[src/rtl/pe_psum_bitacc_pkg.sv]
// pe_psum_bitacc_pkg: shared widths, FSM state type and bit-channel config helper
package pe_psum_bitacc_pkg;
   localparam int DWd         = 16;
   localparam int PEcol       = 4;
   localparam int AccWd       = 32;
   localparam int PConfDWd    = 4;
   localparam int TileConfDWd = 8;

   typedef enum logic [1:0] {
      IDLE  = 2'd0,
      ACC   = 2'd1,
      DRAIN = 2'd2
   } state_e;

   // a bit-channel count of zero behaves as a single channel
   function automatic logic [PConfDWd-1:0] nz_chan(input logic [PConfDWd-1:0] v);
      return (v == '0) ? PConfDWd'(1) : v;
   endfunction
endpackage

[src/rtl/pe_psum_bitacc_if.sv]
// pe_psum_bitacc_if: partial-sum input stream and output-pixel stream handshakes
interface pe_psum_bitacc_if;
   import pe_psum_bitacc_pkg::*;
   logic [DWd*PEcol-1:0]   pspix;
   logic                   pspix_valid;
   logic                   pspix_ready;
   logic [AccWd*PEcol-1:0] opix;
   logic                   opix_valid;
   logic                   opix_ready;

   modport slave (
      input  pspix, pspix_valid, opix_ready,
      output pspix_ready, opix, opix_valid
   );

   modport master (
      output pspix, pspix_valid, opix_ready,
      input  pspix_ready, opix, opix_valid
   );
endinterface

[src/rtl/pe_psum_bitacc_lane.sv]
// pe_psum_bitacc_lane: one lane's sign-extend, shift, accumulate and optional ReLU (PE_PSUM_RELU_EN)
module pe_psum_bitacc_lane
   import pe_psum_bitacc_pkg::*;
(
   input  logic             i_clk,
   input  logic             i_rst,
   input  logic             i_clr,
   input  logic             i_en,
   input  logic             i_last,
   input  logic [7:0]       i_shamt,
   input  logic [DWd-1:0]   i_din,
   output logic [AccWd-1:0] o_res
);
   logic [AccWd-1:0] acc_q, acc_d, ext, term, sum;

   assign ext  = {{(AccWd-DWd){i_din[DWd-1]}}, i_din};
   assign term = ext << i_shamt;
   assign sum  = acc_q + term;

`ifdef PE_PSUM_RELU_EN
   assign o_res = sum[AccWd-1] ? '0 : sum;
`else
   assign o_res = sum;
`endif

   // accumulator restarts on a new tile and after each pixel's final beat
   always_comb begin
      acc_d = i_clr ? '0 : i_en ? (i_last ? '0 : sum) : acc_q;
   end

   // accumulator register
   always_ff @(posedge i_clk or posedge i_rst) begin
      if (i_rst) acc_q <= '0;
      else       acc_q <= acc_d;
   end
endmodule

[src/rtl/pe_psum_bitacc.sv]
// pe_psum_bitacc: shift-accumulates Xb*Wb bit-channel partial sums per output pixel; ReLU via PE_PSUM_RELU_EN
module pe_psum_bitacc
   import pe_psum_bitacc_pkg::*;
(
   input  logic                   i_clk,
   input  logic                   i_rst,
   input  logic                   i_start,
   input  logic [PConfDWd-1:0]    i_conf_Xb,
   input  logic [PConfDWd-1:0]    i_conf_Wb,
   input  logic [PConfDWd-1:0]    i_conf_Ab,
   input  logic [TileConfDWd-1:0] i_conf_npix,
   pe_psum_bitacc_if.slave        bus,
   output logic                   o_busy,
   output logic                   o_done
);
   state_e                 state_q, state_d;
   logic [PConfDWd-1:0]    xb_q, xb_d, wb_q, wb_d, ab_q, ab_d;
   logic [PConfDWd-1:0]    xi_q, xi_d, wi_q, wi_d;
   logic [TileConfDWd-1:0] npix_q, npix_d, pix_q, pix_d;
   logic [AccWd*PEcol-1:0] opix_q, opix_d, sum_vec;
   logic                   opix_valid_q, opix_valid_d;
   logic                   done_q, done_d;
   logic                   x_last, w_last, last_beat, rdy, fire;
   logic [7:0]             shamt;

   assign x_last    = xi_q == xb_q - 1'b1;
   assign w_last    = wi_q == wb_q - 1'b1;
   assign last_beat = x_last && w_last;
   assign rdy       = state_q == ACC && !(last_beat && opix_valid_q && !bus.opix_ready);
   assign fire      = bus.pspix_valid && rdy;
   assign shamt     = 8'(ab_q) * (8'(xi_q) + 8'(wi_q));

   assign bus.pspix_ready = rdy;
   assign bus.opix        = opix_q;
   assign bus.opix_valid  = opix_valid_q;
   assign o_busy          = state_q != IDLE;
   assign o_done          = done_q | (state_q == DRAIN && opix_valid_q && bus.opix_ready && !i_start);

   genvar k;
   generate
      for (k = 0; k < PEcol; k++) begin : g_lane
         pe_psum_bitacc_lane u_lane (
            .i_clk   (i_clk),
            .i_rst   (i_rst),
            .i_clr   (i_start),
            .i_en    (fire),
            .i_last  (last_beat),
            .i_shamt (shamt),
            .i_din   (bus.pspix[k*DWd +: DWd]),
            .o_res   (sum_vec[k*AccWd +: AccWd])
         );
      end
   endgenerate

   // beat ordering (wi outer, xi inner), output register handshake and tile sequencing; i_start overrides all
   always_comb begin
      state_d      = state_q;
      xb_d         = xb_q;
      wb_d         = wb_q;
      ab_d         = ab_q;
      npix_d       = npix_q;
      xi_d         = xi_q;
      wi_d         = wi_q;
      pix_d        = pix_q;
      opix_d       = opix_q;
      opix_valid_d = opix_valid_q && !bus.opix_ready;
      done_d       = 1'b0;
      if (fire) begin
         xi_d = x_last ? '0 : xi_q + 1'b1;
         if (x_last) wi_d = w_last ? '0 : wi_q + 1'b1;
         if (last_beat) begin
            pix_d        = pix_q + 1'b1;
            opix_d       = sum_vec;
            opix_valid_d = 1'b1;
            if (pix_q == npix_q - 1'b1) state_d = DRAIN;
         end
      end
      if (state_q == DRAIN && opix_valid_q && bus.opix_ready) state_d = IDLE;
      if (i_start) begin
         xb_d         = nz_chan(i_conf_Xb);
         wb_d         = nz_chan(i_conf_Wb);
         ab_d         = i_conf_Ab;
         npix_d       = i_conf_npix;
         xi_d         = '0;
         wi_d         = '0;
         pix_d        = '0;
         opix_d       = '0;
         opix_valid_d = 1'b0;
         state_d      = (i_conf_npix == '0) ? IDLE : ACC;
         done_d       = i_conf_npix == '0 && state_q == IDLE;
      end
   end

   // state, configuration, counters and output register
   always_ff @(posedge i_clk or posedge i_rst) begin
      if (i_rst) begin
         state_q      <= IDLE;
         xb_q         <= '0;
         wb_q         <= '0;
         ab_q         <= '0;
         npix_q       <= '0;
         xi_q         <= '0;
         wi_q         <= '0;
         pix_q        <= '0;
         opix_q       <= '0;
         opix_valid_q <= 1'b0;
         done_q       <= 1'b0;
      end else begin
         state_q      <= state_d;
         xb_q         <= xb_d;
         wb_q         <= wb_d;
         ab_q         <= ab_d;
         npix_q       <= npix_d;
         xi_q         <= xi_d;
         wi_q         <= wi_d;
         pix_q        <= pix_d;
         opix_q       <= opix_d;
         opix_valid_q <= opix_valid_d;
         done_q       <= done_d;
      end
   end
endmodule

[src/flat_wrapper.sv]
// flat-port wrapper written by rule: the top's interface ports become plain ports
module pe_psum_bitacc_flat import pe_psum_bitacc_pkg::*;
  (i_clk, i_rst, i_start, i_conf_Xb, i_conf_Wb, i_conf_Ab, i_conf_npix, o_busy, o_done, bus_pspix, bus_pspix_valid, bus_opix_ready, bus_pspix_ready, bus_opix, bus_opix_valid);
  pe_psum_bitacc_if bus_i ();
  input  logic i_clk;
  input  logic i_rst;
  input  logic i_start;
  input  logic [PConfDWd-1:0] i_conf_Xb;
  input  logic [PConfDWd-1:0] i_conf_Wb;
  input  logic [PConfDWd-1:0] i_conf_Ab;
  input  logic [TileConfDWd-1:0] i_conf_npix;
  output logic o_busy;
  output logic o_done;
  input wire logic [$bits(bus_i.pspix)-1:0] bus_pspix;
  input wire logic [$bits(bus_i.pspix_valid)-1:0] bus_pspix_valid;
  input wire logic [$bits(bus_i.opix_ready)-1:0] bus_opix_ready;
  output wire logic [$bits(bus_i.pspix_ready)-1:0] bus_pspix_ready;
  output wire logic [$bits(bus_i.opix)-1:0] bus_opix;
  output wire logic [$bits(bus_i.opix_valid)-1:0] bus_opix_valid;
  assign bus_i.pspix = bus_pspix;
  assign bus_i.pspix_valid = bus_pspix_valid;
  assign bus_i.opix_ready = bus_opix_ready;
  assign bus_pspix_ready = bus_i.pspix_ready;
  assign bus_opix = bus_i.opix;
  assign bus_opix_valid = bus_i.opix_valid;
  pe_psum_bitacc u_core (.i_clk(i_clk), .i_rst(i_rst), .i_start(i_start), .i_conf_Xb(i_conf_Xb), .i_conf_Wb(i_conf_Wb), .i_conf_Ab(i_conf_Ab), .i_conf_npix(i_conf_npix), .bus(bus_i), .o_busy(o_busy), .o_done(o_done));
endmodule
[config.mk]
export PLATFORM = sky130hd
export DESIGN_NAME = pe_psum_bitacc_flat
export DESIGN_NICKNAME = d
export VERILOG_FILES = /design/src/rtl/pe_psum_bitacc_pkg.sv /design/src/rtl/pe_psum_bitacc_if.sv /design/src/rtl/pe_psum_bitacc_lane.sv /design/src/rtl/pe_psum_bitacc.sv /design/src/flat_wrapper.sv
export SDC_FILE = /design/constraint.sdc
export NUM_CORES = 1
export LEC_CHECK = 0
export CAP_MARGIN = 30
export CORE_UTILIZATION = 53
export CTS_CLUSTER_SIZE = 40
export DETAILED_ROUTE_END_ITERATION = 7
export PLACE_DENSITY = 0.77
export SLEW_MARGIN = 20
export SYNTH_ARGS = -nofsm -noshare
export SYNTH_HDL_FRONTEND = slang
export SYNTH_HIERARCHICAL = 1
export SYNTH_SLANG_ARGS = --single-unit
[constraint.sdc]
create_clock -name i_clk -period 6.6 [get_ports i_clk]
set_input_delay 1.98 -clock i_clk [delete_from_list [all_inputs] [get_ports i_clk]]
set_output_delay 1.98 -clock i_clk [all_outputs]
set_load 0.03 [all_outputs]
==> results of run 1 <==
==> metal layers <==
layer	routed length (um)	track usage [%]	up-vias
li1	-	-	11900
met1	35200	44.1	12800
met2	42000	56.5	1103
met3	5710	4.66	276
met4	3660	14.4	2
met5	8	0	-
==> report_power, final <==
group          switching (mW)  total [mW]  leakage (nW)  internal, mW
Clock                   0.836        2.02         0.573          1.18
Combinational            4.58        8.75          10.7          4.18
Sequential              0.260        2.36          4.01          2.11
Total                    5.67        13.1          15.3          7.46
==> state kept, by name, indices dropped and copies added, names as in the netlist <==
name / flops
u_core/xi_q: 4
u_core/npix_q: 8
u_core/done_q: 1
u_core/wi_q: 4
u_core/bus.opix: 128
u_core/ab_q: 4
u_core/g_lane.u_lane/acc_q: 128
u_core/pix_q: 8
u_core/state_q: 2
u_core/xb_q: 4
u_core/wb_q: 4
u_core/bus.opix_valid: 1
==> final timing paths <==
| check | from | end | slack [ns] | cells after the start |
|---|---|---|---|---|
| setup / recovery | u_core/wi_q[0]$_DFFE_PP0P_ | u_core/bus.opix[123]$_DFFE_PP0P_ | -0.32 | 37 |
| hold / removal | u_core/g_lane[0].u_lane/acc_q[2]$_DFFE_PP0P_ | u_core/g_lane[0].u_lane/acc_q[2]$_DFFE_PP0P_ | 0.52 | 1 |
| setup reg to reg | u_core/wi_q[0]$_DFFE_PP0P_ | u_core/bus.opix[123]$_DFFE_PP0P_ | -0.32 | 37 |
| hold reg to reg | u_core/g_lane[0].u_lane/acc_q[2]$_DFFE_PP0P_ | u_core/g_lane[0].u_lane/acc_q[2]$_DFFE_PP0P_ | 0.52 | 1 |
| max in group asynchronous | i_rst | u_core/bus.opix[115]$_DFFE_PP0P_ | 3.15 | 3 |
| min in group asynchronous | i_rst | u_core/g_lane[0].u_lane/acc_q[0]$_DFFE_PP0P_ | 2.21 | 3 |
==> worst max-delay path, delay by kind of cell (launching register included) <==
kind / cells / cell delay (ns)
AOI/OAI and AO/OA: 13 / 1.97
xor gates and xnor gates: 3 / 0.51
adders and majority gates: 6 / 2.11
buffers and inverters: 7 / 0.84
DFF: 1 / 0.38
and+or+nand+nor: 8 / 1.01
==> layout by cell type, fill, tap and decap left out, types with 21 or more instances in the layout <==
cell,count
sky130_fd_sc_hd__ha_1,112
sky130_fd_sc_hd__inv_1,80
sky130_fd_sc_hd__a22o_1,123
sky130_fd_sc_hd__nor2_1,187
sky130_fd_sc_hd__mux2i_1,78
sky130_fd_sc_hd__and2_1,21
sky130_fd_sc_hd__xnor2_1,67
sky130_fd_sc_hd__o21ai_2,24
sky130_fd_sc_hd__a21oi_2,86
sky130_fd_sc_hd__o21a_1,23
sky130_fd_sc_hd__a21oi_1,223
sky130_fd_sc_hd__mux2_2,33
sky130_fd_sc_hd__xor2_1,32
sky130_fd_sc_hd__nand2b_1,25
sky130_fd_sc_hd__o21ai_0,214
sky130_fd_sc_hd__and3_1,25
sky130_fd_sc_hd__nor2_2,39
sky130_fd_sc_hd__o21ai_1,28
sky130_fd_sc_hd__nor3_1,41
sky130_fd_sc_hd__a21o_1,43
sky130_fd_sc_hd__clkdlybuf4s50_1,219
sky130_fd_sc_hd__buf_4,500
sky130_fd_sc_hd__a211oi_1,29
sky130_fd_sc_hd__ha_4,25
sky130_fd_sc_hd__nand2_1,157
sky130_fd_sc_hd__clkbuf_16,36
sky130_fd_sc_hd__buf_6,35
sky130_fd_sc_hd__nand3_1,165
sky130_fd_sc_hd__dfrtp_1,296
==> layout make-up <==
class | instances | area, sq um
clock inverter | 16 | 185
timing repair buffer | 768 | 6640
multi-input combinational | 2298 | 18200
tap | 600 | 751
fill | 3199 | 10900
inverter | 88 | 335
clock buffer | 47 | 992
sequential | 296 | 7410
==> stage by stage <==
step | setup slack (ns) | instances | hold slack [ns] | cell area, sq um | TNS (ns)
global placement | -0.425 | 3954 | 0.494 | 30100 | -22.51
global route | -0.639 | 4113 | 0.531 | 34500 | -45.10
finish | -0.324 | 4113 | 0.516 | 34500 | -8.59
CTS | -0.0602 | 4049 | 0.517 | 32000 | -0.342
detailed placement | -0.558 | 3957 | 0.498 | 30100 | -46.21
floorplan | 0.00896 | 2874 | 0.478 | 24400 | 0
==> cells by family (layout without fill, tap and decap cells) <==
family | after synthesis | after routing | synth area share, %
AOI/OAI and AO/OA | 1025 | 1025 | 27.9
buffers and inverters | 280 | 919 | 4.77
muxes | 137 | 137 | 6.68
DFF | 296 | 296 | 30.4
and+or+nand+nor | 850 | 850 | 17.1
xor gates and xnor gates | 130 | 130 | 4.82
adders and majority gates | 156 | 156 | 8.35
==> what timing repair did <==
item                       4_1_cts  5_1_grt
setup endpoints to repair      163      167
resized for setup              100      404
cloned                           0        0
pin swaps                       78      211
buffers inserted                31       68
hold endpoints to repair         0        0
hold buffers                     0        0
==> results.py, run 1 <==
metrics = {
    "synth": {
        "synth.area.top_cells": "sky130_fd_sc_hd__dfrtp_1, sky130_fd_sc_hd__ha_1, sky130_fd_sc_hd__a21oi_1, sky130_fd_sc_hd__o21ai_0, sky130_fd_sc_hd__a22o_1",
        "synth_most_common_cell": "sky130_fd_sc_hd__a21oi_1",
        "synth_async_sr_flop_share_pct": 100,
        "mappedNetlistArea_sq_um": 24400,
        "post-synth-top-area-cell": "sky130_fd_sc_hd__dfrtp_1",
        "synth.net_count": 3119,
        "synth-warning-count": 6,
        "avgSynthCellArea_sq_um": 8.48,
        "post_synth_most_frequent_cells": "sky130_fd_sc_hd__a21oi_1, sky130_fd_sc_hd__dfrtp_1, sky130_fd_sc_hd__o21ai_0",
        "synth_top_flop_cell": "sky130_fd_sc_hd__dfrtp_1",
        "yosys.area.top_type_share_pct": 30.4,
        "synth-seq-cells": 296,
        "synth_seq_area_share_pct": 30.4,
        "syn-instance-count": 2874,
        "ys_types": 94,
        "count_of_flip_flops_with_a_built_in_enable_after_synthesis": 0,
    },
    "timing": {
        "final.setup_skew_ns": 0.0232,
        "worst_pin_slew_ns": 0.983,
        "slew_headroom_pct": 34.4,
        "hold_viol_final": 0,
        "min_period_over_period_pct": 105,
        "final-max-slew-violation-count": 0,
        "rsz0062_at_grt": "true",
        "min_period_ns": 6.92,
        "final_setup_slack_of_the_worst_path_ns": -0.324,
        "clock.fmax_ghz": 0.144,
        "finalSetupViolCount": 81,
    },
    "grt": {
        "global_route_wire_length_before_repair_um": 129000,
        "gr-usage-all-layers_pct": 33.9,
        "grt_pass1_vias": 25000,
        "grt_max_degree": 97,
        "grt_remaining_overflow": 0,
        "grt_antenna_before_repair": 1,
    },
    "floorplanning": {
        "dieArea_sq_um": 46800,
        "core_sq_um": 45400,
        "floorplan.die.width_um": 216,
        "floorplan.rows": 78,
        "die_h_um": 216,
        "floorplan.initialDensity_pct": 53.7,
        "io_pins": 221,
    },
    "setup_path": {
        "timing.critical_path.slowest_cell_delay_ns": 0.49,
        "path_max_fanout": 7,
        "cp-end-kind": "flop",
        "cp-start-kind": "flop",
        "cp_slowest_cell": "sky130_fd_sc_hd__fa_1",
        "worst_ep_required_time_ns": 7.10,
        "crit_top_cell": "sky130_fd_sc_hd__buf_6",
        "timing.critical_path.arrival_ns": 7.43,
        "setup.worst_path.class": "flop to flop",
    },
    "power_and_ir_drop": {
        "worst_case_vdd_ir_drop_uv": 328,
        "cellPowerDensity_nw_per_um2": 381,
        "power.leakage_nw": 15.3,
        "fin_total_pwr_mw": 13.1,
    },
    "drt": {
        "drt-total-wl_um": 86600,
        "final_antenna_net_count": 0,
        "detailroute.via_count": 26000,
        "wl_cell_um": 21.0,
        "remaining_drc_errors": 0,
        "vias_per_cell": 6.32,
        "drt_iter0_markers": 2383,
        "detail_route.first_pass.iterations": 6,
    },
    "placed_design": {
        "globalplace.congestion": 0.980,
        "port_buffers": 220,
        "hpwlAfterDp_um": 58200,
    },
    "run_status": {
        "violations_in_the_final_reports": "negative setup slack",
        "outcome": "finished, violations left",
    },
    "cts": {
        "cts_tree": "done",
        "tritoncts.num_buffers": 35,
        "cts.path.max_buffers": 3,
        "root_buffer": "sky130_fd_sc_hd__clkbuf_16",
        "clk_latency_ns": 0.58,
        "tritoncts_num_sinks": 296,
        "worst_setup_hold_path_clk_slew_ns": 0.06,
        "cts-htree-levels": 2,
    },
    "cells_and_area": {
        "design.final.nets": 3732,
        "share_of_final_layout_standard_cells_stronger_than_drive_strength_1_pct": 31.9,
        "area_growth_syn_to_layout_pct": 41.5,
        "antenna-diode-count": 0,
        "post-route-util_pct": 76.0,
    },
    "worst_hold_path": {
        "hold_class": "flop to flop",
    },
    "job": {
        "maxcap_viol_count": 0,
    },
}
(Power assumes the default switching activity.)
==> run 2, diff against run 1 <==
--- a/config.mk
+++ b/config.mk
@@ -6,6 +6,7 @@
 export NUM_CORES = 1
 export LEC_CHECK = 0
 export CAP_MARGIN = 30
+export CORE_MARGIN = 2
 export CORE_UTILIZATION = 53
 export CTS_CLUSTER_SIZE = 40
 export DETAILED_ROUTE_END_ITERATION = 7
==> results.py, run 2 (synthesis results as in run 1) <==
metrics = {
    "run_status": {
        "outcome": "finished, violations left",
        "violations_in_the_final_reports": "negative setup slack",
    },
    "drt": {
        "vias_per_cell": 6.28,
        "drt_iter0_markers": 2765,
        "remaining_drc_errors": 0,
        "wl_cell_um": 20.7,
        "drt-total-wl_um": 85300,
        "detailroute.via_count": 25800,
        "detail_route.first_pass.iterations": 6,
        "final_antenna_net_count": 0,
    },
    "timing": {
        "finalSetupViolCount": 81,
        "rsz0062_at_grt": "true",
        "worst_pin_slew_ns": 1.01,
        "clock.fmax_ghz": 0.145,
        "hold-worst-slack_ns": 0.514,
        "final.setup_skew_ns": 0.0271,
        "totalNegativeSetupSlack_ns": -10.57,
        "final-max-slew-violation-count": 0,
        "slew_headroom_pct": 32.4,
        "min_period_ns": 6.90,
        "final_setup_slack_of_the_worst_path_ns": -0.299,
        "min_period_over_period_pct": 105,
        "hold_viol_final": 0,
    },
    "cts": {
        "worst_setup_hold_path_clk_slew_ns": 0.07,
        "cts-htree-levels": 2,
        "tritoncts.num_buffers": 35,
        "root_buffer": "sky130_fd_sc_hd__clkbuf_16",
        "tritoncts_num_sinks": 296,
        "clk_latency_ns": 0.57,
        "cts_tree": "done",
        "ctsHoldBuffers": 0,
        "cts.path.max_buffers": 3,
    },
    "placed_design": {
        "worst_slack_at_placement_ns": -0.621,
        "port_buffers": 220,
        "post_placement_cell_count": 3983,
        "globalplace.congestion": 0.972,
        "postPlaceCellArea_sq_um": 30300,
        "hpwlAfterDp_um": 58300,
    },
    "grt": {
        "global_route_wire_length_before_repair_um": 133000,
        "grt_pass1_vias": 25300,
        "grt_remaining_overflow": 0,
        "grt_max_degree": 102,
        "grt_antenna_before_repair": 1,
        "gr-usage-all-layers_pct": 34.1,
    },
    "floorplanning": {
        "floorplan.initialDensity_pct": 53.7,
        "io_pins": 221,
        "floorplan.die.width_um": 218,
        "dieArea_sq_um": 47700,
        "floorplan.rows": 78,
        "core_sq_um": 45400,
        "die_h_um": 218,
    },
    "cells_and_area": {
        "layout_commonest_cell": "sky130_fd_sc_hd__buf_4",
        "num-fill-cells": 3225,
        "share_of_final_layout_standard_cells_stronger_than_drive_strength_1_pct": 30.8,
        "post-route-util_pct": 74.8,
        "post_layout_nonfiller_instances": 4115,
        "design.final.nets": 3737,
        "area_growth_syn_to_layout_pct": 39.4,
        "antenna-diode-count": 0,
        "final_design_area_no_fill_sq_um": 34000,
        "mostFrequentLayoutCells": "sky130_fd_sc_hd__buf_4, sky130_fd_sc_hd__dfrtp_1, sky130_fd_sc_hd__a21oi_1",
    },
    "worst_hold_path": {
        "hold_class": "flop to flop",
    },
    "power_and_ir_drop": {
        "worst_case_vdd_ir_drop_uv": 290,
        "power.leakage_nw": 15.1,
        "cellPowerDensity_nw_per_um2": 377,
        "fin_total_pwr_mw": 12.8,
    },
    "setup_path": {
        "worst_ep_required_time_ns": 7.09,
        "cp-start-kind": "flop",
        "crit_top_cell": "sky130_fd_sc_hd__a21oi_2",
        "cp-end-kind": "flop",
        "path_max_fanout": 7,
        "timing.critical_path.slowest_cell_delay_ns": 0.52,
        "setup.worst_path.class": "flop to flop",
        "timing.critical_path.arrival_ns": 7.38,
        "cp_slowest_cell": "sky130_fd_sc_hd__fa_1",
    },
    "job": {
        "maxcap_viol_count": 0,
    },
}
[run 2: cell types whose count changed in the layout (fill, tap and decap cells not counted), moves of 6 or more]
cell / delta
sky130_fd_sc_hd__nand3_2: -13
sky130_fd_sc_hd__nand3_1: +13
sky130_fd_sc_hd__xor2_2: +6
sky130_fd_sc_hd__a21oi_2: -17
sky130_fd_sc_hd__buf_6: -23
sky130_fd_sc_hd__a21oi_1: +17
sky130_fd_sc_hd__buf_4: +30
[run 2: worst paths after layout]
path	cells after the start	slack (ns)	end	startpoint
worst max-delay path	35	-0.30	u_core/bus.opix[124]$_DFFE_PP0P_	u_core/xi_q[0]$_DFFE_PP0P_
worst min-delay path	1	0.51	u_core/g_lane[1].u_lane/acc_q[0]$_DFFE_PP0P_	u_core/g_lane[1].u_lane/acc_q[0]$_DFFE_PP0P_
worst max register to register	35	-0.30	u_core/bus.opix[124]$_DFFE_PP0P_	u_core/xi_q[0]$_DFFE_PP0P_
worst min register to register	1	0.51	u_core/g_lane[1].u_lane/acc_q[0]$_DFFE_PP0P_	u_core/g_lane[1].u_lane/acc_q[0]$_DFFE_PP0P_
max in group asynchronous	3	3.68	u_core/bus.opix[95]$_DFFE_PP0P_	i_rst
min in group asynchronous	2	2.09	u_core/ab_q[1]$_DFFE_PP0P_	i_rst
[run 2: cell type report]
cell class                 instances  area, sq um  share of cell area [%]
clock buffer                      47          992                    2.92
clock inverter                    13          129                   0.379
inverter                          88          335                   0.987
multi-input combinational       2299        17800                    52.4
sequential                       296         7410                    21.8
tap                              600          751                    2.21
timing repair buffer             772         6530                    19.2
[run 2: per-layer routing]
layer	routed length, um	GRT usage (%)	vias to the layer above
li1	-	-	11900
met1	35500	45.4	12600
met2	41200	57.0	1107
met3	5460	4.43	231
met4	3130	12.0	2
met5	13	0	-
[run 2: worst max-delay path, delay by kind of cell (launching register included)]
family                   cells  cell delay [ns]
flip-flops                   1             0.39
adder cells (fa/ha/maj)      6             2.20
XOR/XNOR                     3             0.63
AND/OR/NAND/NOR              7             0.75
AO/OA/AOI/OAI               13             2.03
buffers and inverters        6             0.79
[run 2: timing repair]
item / in CTS / in global routing
buffers inserted: 43 / 23
resized for setup: 200 / 228
gates cloned: 1 / 0
setup endpoints to repair: 173 / 162
pin swaps: 137 / 113
[run 2: where the power goes]
| group | leakage [nW] | total, mW | internal [mW] | switching [mW] |
|---|---|---|---|---|
| Combinational | 10.6 | 8.51 | 4.08 | 4.44 |
| Clock | 0.534 | 1.94 | 1.10 | 0.833 |
| Sequential | 4.01 | 2.37 | 2.11 | 0.265 |
| Total | 15.1 | 12.8 | 7.28 | 5.54 |
